### src/rtl/cve2_ex_sequencer.sv
`default_nettype none
// ============================================================================
// Module  : cve2_ex_sequencer
// Brief   : ID-side controller for the execute stage. It issues one decoded
//           instruction at a time, drives the EX enables/selects, owns the two
//           34-bit intermediate value registers and holds each result in a
//           writeback slot until the register file accepts it.
// Revision: 1.0 - initial release
// ============================================================================
module cve2_ex_sequencer #(
    parameter bit          MultDivEn     = 1'b1,
    parameter int unsigned MaxExecCycles = 40
) (
    input  logic             clk_i,
    input  logic             rst_i,
    input  logic             instr_valid_i,
    output logic             instr_ready_o,
    input  logic [1:0]       op_class_i,
    input  logic [4:0]       rd_addr_i,
    input  logic             flush_i,
    output logic             alu_instr_first_cycle_o,
    output logic             mult_en_o,
    output logic             div_en_o,
    output logic             mult_sel_o,
    output logic             div_sel_o,
    output logic             multdiv_ready_id_o,
    input  logic             ex_valid_i,
    input  logic [31:0]      result_ex_i,
    input  logic [1:0]       imd_val_we_i,
    input  logic [1:0][33:0] imd_val_d_i,
    output logic [1:0][33:0] imd_val_q_o,
    output logic             wb_valid_o,
    output logic [4:0]       wb_rd_o,
    output logic [31:0]      wb_data_o,
    input  logic             wb_ready_i,
    output logic             err_o,
    output logic             busy_o
);

    localparam logic [1:0] c_CLS_MULT  = 2'd1;
    localparam logic [1:0] c_CLS_DIV   = 2'd2;
    localparam logic [7:0] c_CNT_LAST  = 8'(MaxExecCycles - 1);

    typedef enum logic [1:0] {
        IDLE    = 2'd0,
        EXEC    = 2'd1,
        WB_HOLD = 2'd2
    } state_e;

    state_e      state_q, state_d;
    logic [1:0]  class_q, class_d;
    logic [4:0]  rd_q, rd_d;
    logic [7:0]  cnt_q, cnt_d;
    logic [4:0]  wb_rd_q, wb_rd_d;
    logic [31:0] wb_data_q, wb_data_d;
    logic        err_q, err_d;
    logic [33:0] imd_q [2];

    logic        w_accept;
    logic        w_illegal;
    logic        w_exec;

    // A new instruction can enter from IDLE or on the writeback handshake.
    assign instr_ready_o = ~flush_i & ((state_q == IDLE) |
                                       ((state_q == WB_HOLD) & wb_ready_i));
    assign w_accept  = instr_valid_i & instr_ready_o;
    assign w_illegal = w_accept & (MultDivEn == 1'b0) &
                       ((op_class_i == c_CLS_MULT) | (op_class_i == c_CLS_DIV));
    assign w_exec    = (state_q == EXEC);

    // Next-state, slot capture and error pulse; flush overrides everything.
    always_comb begin
        state_d   = state_q;
        class_d   = class_q;
        rd_d      = rd_q;
        cnt_d     = cnt_q;
        wb_rd_d   = wb_rd_q;
        wb_data_d = wb_data_q;
        err_d     = 1'b0;
        if (flush_i) begin
            state_d = IDLE;
            cnt_d   = 8'd0;
        end else begin
            case (state_q)
                EXEC: begin
                    if (ex_valid_i) begin
                        cnt_d = 8'd0;
                        if (rd_q != 5'd0) begin
                            wb_rd_d   = rd_q;
                            wb_data_d = result_ex_i;
                            state_d   = WB_HOLD;
                        end else begin
                            state_d   = IDLE;
                        end
                    end else if (cnt_q == c_CNT_LAST) begin
                        state_d = IDLE;
                        cnt_d   = 8'd0;
                        err_d   = 1'b1;
                    end else begin
                        cnt_d = cnt_q + 8'd1;
                    end
                end
                WB_HOLD: begin
                    if (wb_ready_i) begin
                        state_d = IDLE;
                    end
                end
                default: begin
                    state_d = IDLE;
                end
            endcase
            // Acceptance is only possible from IDLE or the WB handshake.
            if (w_accept) begin
                if (w_illegal) begin
                    err_d = 1'b1;
                end else begin
                    state_d = EXEC;
                    class_d = op_class_i;
                    rd_d    = rd_addr_i;
                    cnt_d   = 8'd0;
                end
            end
        end
    end

    // Control and writeback slot registers.
    always_ff @(posedge clk_i) begin
        if (rst_i) begin
            state_q   <= IDLE;
            class_q   <= 2'd0;
            rd_q      <= 5'd0;
            cnt_q     <= 8'd0;
            wb_rd_q   <= 5'd0;
            wb_data_q <= 32'd0;
            err_q     <= 1'b0;
        end else begin
            state_q   <= state_d;
            class_q   <= class_d;
            rd_q      <= rd_d;
            cnt_q     <= cnt_d;
            wb_rd_q   <= wb_rd_d;
            wb_data_q <= wb_data_d;
            err_q     <= err_d;
        end
    end

    // Intermediate value registers, written by EX only while executing.
    for (genvar k = 0; k < 2; k++) begin : g_imd
        // Load on write enable in EXEC; a flush blocks the same-cycle write.
        always_ff @(posedge clk_i) begin
            if (rst_i) begin
                imd_q[k] <= 34'd0;
            end else if (w_exec && !flush_i && imd_val_we_i[k]) begin
                imd_q[k] <= imd_val_d_i[k];
            end
        end
        assign imd_val_q_o[k] = imd_q[k];
    end

    assign alu_instr_first_cycle_o = w_exec & (cnt_q == 8'd0);
    assign mult_en_o               = w_exec & (class_q == c_CLS_MULT);
    assign mult_sel_o              = w_exec & (class_q == c_CLS_MULT);
    assign div_en_o                = w_exec & (class_q == c_CLS_DIV);
    assign div_sel_o               = w_exec & (class_q == c_CLS_DIV);
    assign multdiv_ready_id_o      = w_exec;
    assign wb_valid_o              = (state_q == WB_HOLD);
    assign wb_rd_o                 = wb_rd_q;
    assign wb_data_o               = wb_data_q;
    assign err_o                   = err_q;
    assign busy_o                  = (state_q != IDLE);

endmodule
`default_nettype wire

### config.mk
export PLATFORM = sky130hd
export DESIGN_NAME = cve2_ex_sequencer
export DESIGN_NICKNAME = d
export VERILOG_FILES = /design/src/rtl/cve2_ex_sequencer.sv
export SDC_FILE = /design/constraint.sdc
export NUM_CORES = 1
export LEC_CHECK = 0
export BUFFER_PORTS_ARGS = -buffer_cell sky130_fd_sc_hd__buf_2
export CELL_PAD_IN_SITES_DETAIL_PLACEMENT = 1
export CELL_PAD_IN_SITES_GLOBAL_PLACEMENT = 1
export CORE_UTILIZATION = 31
export DETAILED_ROUTE_END_ITERATION = 8
export PLACE_DENSITY_LB_ADDON = 0.1
export SLEW_MARGIN = 20
export SYNTH_ARGS = -nofsm -noshare
export SYNTH_HDL_FRONTEND = slang
export SYNTH_SLANG_ARGS = --single-unit
### constraint.sdc
create_clock -name clk_i -period 2.5 [get_ports clk_i]
set_input_delay 0.375 -clock clk_i [delete_from_list [all_inputs] [get_ports clk_i]]
set_output_delay 0.375 -clock clk_i [all_outputs]
set_load 0.01 [all_outputs]
==> flow_summary.json <==
{
  "post_cts_buffers": 0,
  "routabilityCongestion": 0.735,
  "peakVddDrop_uv": 432,
  "grt_pass1_vias": 3862,
  "die_w_um": 126,
  "syn-cell-area_um2": 4760,
  "r2r_start": "state_q[0]",
  "nNetsFinal": 758,
  "pwr_density_cell_nw_per_um2": 776,
  "cts_root_buf": "clkbuf_16",
  "maxCapViolations": 0,
  "regToRegSetupSlack_ns": 0.52,
  "hold_buffers": 0,
  "slew_headroom": 0.369,
  "critical-path-max-stage-delay_ns": 0.56,
  "diodes": 0,
  "die_h_um": 126,
  "critPathLaunch": "cnt_q[3]",
  "h-tree-depth": 4,
  "path_max_fanout": 6,
  "synth_nets": 527,
  "netlist.area_leader.share": 0.429,
  "swShare": 0.202,
  "clock_power_share": 0.528,
  "min_period_ns": 2.10,
  "dp.cells": 806,
  "maxSlewViolCount": 0,
  "cp.arrival_ns": 1.73,
  "core_area_um2": 14800,
  "core.rowCount": 44,
  "grt-ovfl-total": 0,
  "pwr-share-seq": 0.422,
  "timing.fmax_mhz": 475,
  "synth_ff_type": "edfxtp_1",
  "ys_types": 43,
  "track_usage": 0.173,
  "clkLatencyLatePin_ns": 0.41,
  "placed_area_um2": 6060,
  "p_leak_nw": 3.00,
  "cts_num_sinks": 123,
  "vias_per_cell": 4.57,
  "ys_ff_latch": 123,
  "wl_per_cell_um": 16.1,
  "slowest_stage": "nor4_1",
  "crit_chain": "nor4_1, and4_1, buf_2",
  "final_area_um2": 6710,
  "drtIter0Drc": 181,
  "finalHoldViolations": 0,
  "combPwrFrac": 0.050,
  "yosys-top-cells-area": "edfxtp_1 (43%), dfxtp_1 (23%), and2_1 (8.9%)",
  "drtAntennaViolNets": 0,
  "antenna_found_initial": 0,
  "r2r-end": "imd_q[1][27]",
  "rsz0062_at_grt": "no",
  "path_class": "reg -> out",
  "status": "finished, final reports clean",
  "cts_made_buffers": 17,
  "switchingPower_mw": 1.05,
  "grt_pass1_wl_um": 20800,
  "synth.avg_cell_area_um2": 11.6,
  "timing.final.crit_share": 0.842,
  "synth.most_common_cell": "nand2_1",
  "clk_pin_slew_ns": 0.06,
  "finalSetupTns_ns": 0,
  "synth_edf_count": 68,
  "hold_path.class": "in -> reg",
  "r2r_cells": 4,
  "cts_resized": 0,
  "clk_path_buf_depth": 2,
  "cts_tree": "built",
  "syn_inst": 410,
  "seq_area_frac_synth": 0.660,
  "end_kind": "primary output",
  "ys_warn_count": 0,
  "required_ns": 2.12,
  "drc": 0,
  "finalNonFillerCells": 838,
  "post-dp-hpwl_um": 9530,
  "synth_top_area_cell": "edfxtp_1",
  "setup_viol_count_final": 0,
  "p_int_mw": 4.16,
  "synth_commonest_cells": "nand2_1 (77), and2_1 (68), edfxtp_1 (68), dfxtp_1 (55), a21oi_1 (37)",
  "cp-start-kind": "register",
  "start_util": 0.323,
  "port_buffers": 229,
  "syn2layout_area_growth_pct": 41.0,
  "drive_above_1_share": 0.428,
  "num_vias": 3826,
  "worstMarginPinSlew_ns": 0.946,
  "drt-total-wl_um": 13500,
  "fin_skew_ns": 0.00438,
  "dieArea_um2": 15900,
  "grt_max_degree": 48,
  "endpoint": "alu_instr_first_cycle_o",
  "io_pins": 230,
  "async_flop_share": 0,
  "first_pass_iters": 4
}
-- per-stage QoR --
stage	utilization	setup slack (ns)	power, mW	hold WS, ns
after global routing	0.455	0.266	5.38	0.191
after detailed placement	0.411	0.484	2.50	0.443
final	0.455	0.395	5.21	0.199
after CTS	0.455	0.381	5.27	0.180
after floorplan	-	0.550	2.34	0.452
after global placement	0.411	0.561	2.50	0.440
-- layout by cell type (no fill, tap or decap), types with 2 or more instances in the layout --
master / n
nor2_1: 14
nor2b_1: 2
clkinv_2: 4
and3_1: 4
nand4_1: 2
buf_4: 7
mux2i_1: 7
nand4b_1: 2
a31oi_1: 2
nor4_1: 2
nand2_1: 77
inv_1: 4
a21oi_2: 7
dfxtp_1: 55
and4_1: 2
nor3_1: 2
edfxtp_1: 68
bufinv_16: 6
and2_1: 68
a21oi_1: 37
o21ai_0: 6
clkbuf_16: 17
a21o_1: 2
buf_2: 229
clkinv_1: 2
nand3b_1: 2
ha_1: 2
nor3b_1: 2
-- power groups by stage --
stage | combinational [mW] | clock [mW] | sequential, mW
final | 0.259 | 2.75 | 2.20
after global routing | 0.282 | 2.90 | 2.20
after CTS | 0.263 | 2.81 | 2.20
after detailed placement | 0.261 | 0 | 2.24
after global placement | 0.259 | 0 | 2.24
after floorplan | 0.0761 | 0 | 2.26
-- cell families (layout without fill, tap and decap cells) --
kind of cell,Yosys count,after routing,share of synthesized area
AND/OR/NAND/NOR,188,188,0.208
flip-flops,123,123,0.660
AO/OA/AOI/OAI,61,61,0.0804
buffers and inverters,29,273,0.0313
multiplexers,7,7,0.0147
adder cells (fa/ha/maj),2,2,0.00526
-- registers in the layout, indices dropped and copies added (netlist names) --
name	flops
state_q	2
rd_q	5
wb_data_o	32
err_o	1
wb_rd_o	5
cnt_q	8
imd_q	68
class_q	2
-- layer usage --
layer | GRT usage | vias to the layer above | share of wire
met4 | 0.0737 | 0 | 0.015
met1 | 0.200 | 1801 | 0.42
met3 | 0.0573 | 15 | 0.068
li1 | - | 1865 | -
met2 | 0.293 | 145 | 0.49
met5 | 0 | - | 0
-- worst min-delay path by stage --
stage | startpoint | depth (start not counted) | to
3_3_place_gp | wb_data_o[3] | 2 | wb_data_o[3]
5_1_grt | result_ex_i[31] | 3 | wb_data_o[31]
6_report | op_class_i[0] | 3 | class_q[0]
4_1_cts | op_class_i[0] | 3 | class_q[0]
2_1_floorplan | rd_q[3] | 2 | wb_rd_o[3]
3_5_place_dp | wb_data_o[16] | 2 | wb_data_o[16]
-- critical path, delay by kind of cell, from the launching register on --
family	cells	cell delay, ns
buffers and inverters	1	0.13
and+or+nand+nor	2	0.84
DFF	1	0.35
-- cell type report --
| type | count | area (um^2) |
|---|---|---|
| inverter | 5 | 18.8 |
| fill | 1681 | 8040 |
| sequential | 123 | 3140 |
| clock buffer | 18 | 429 |
| tap | 184 | 230 |
| clock inverter | 14 | 224 |
| multi-input combinational | 258 | 1470 |
| timing repair buffer | 236 | 1200 |
(Power assumes the default switching activity.)
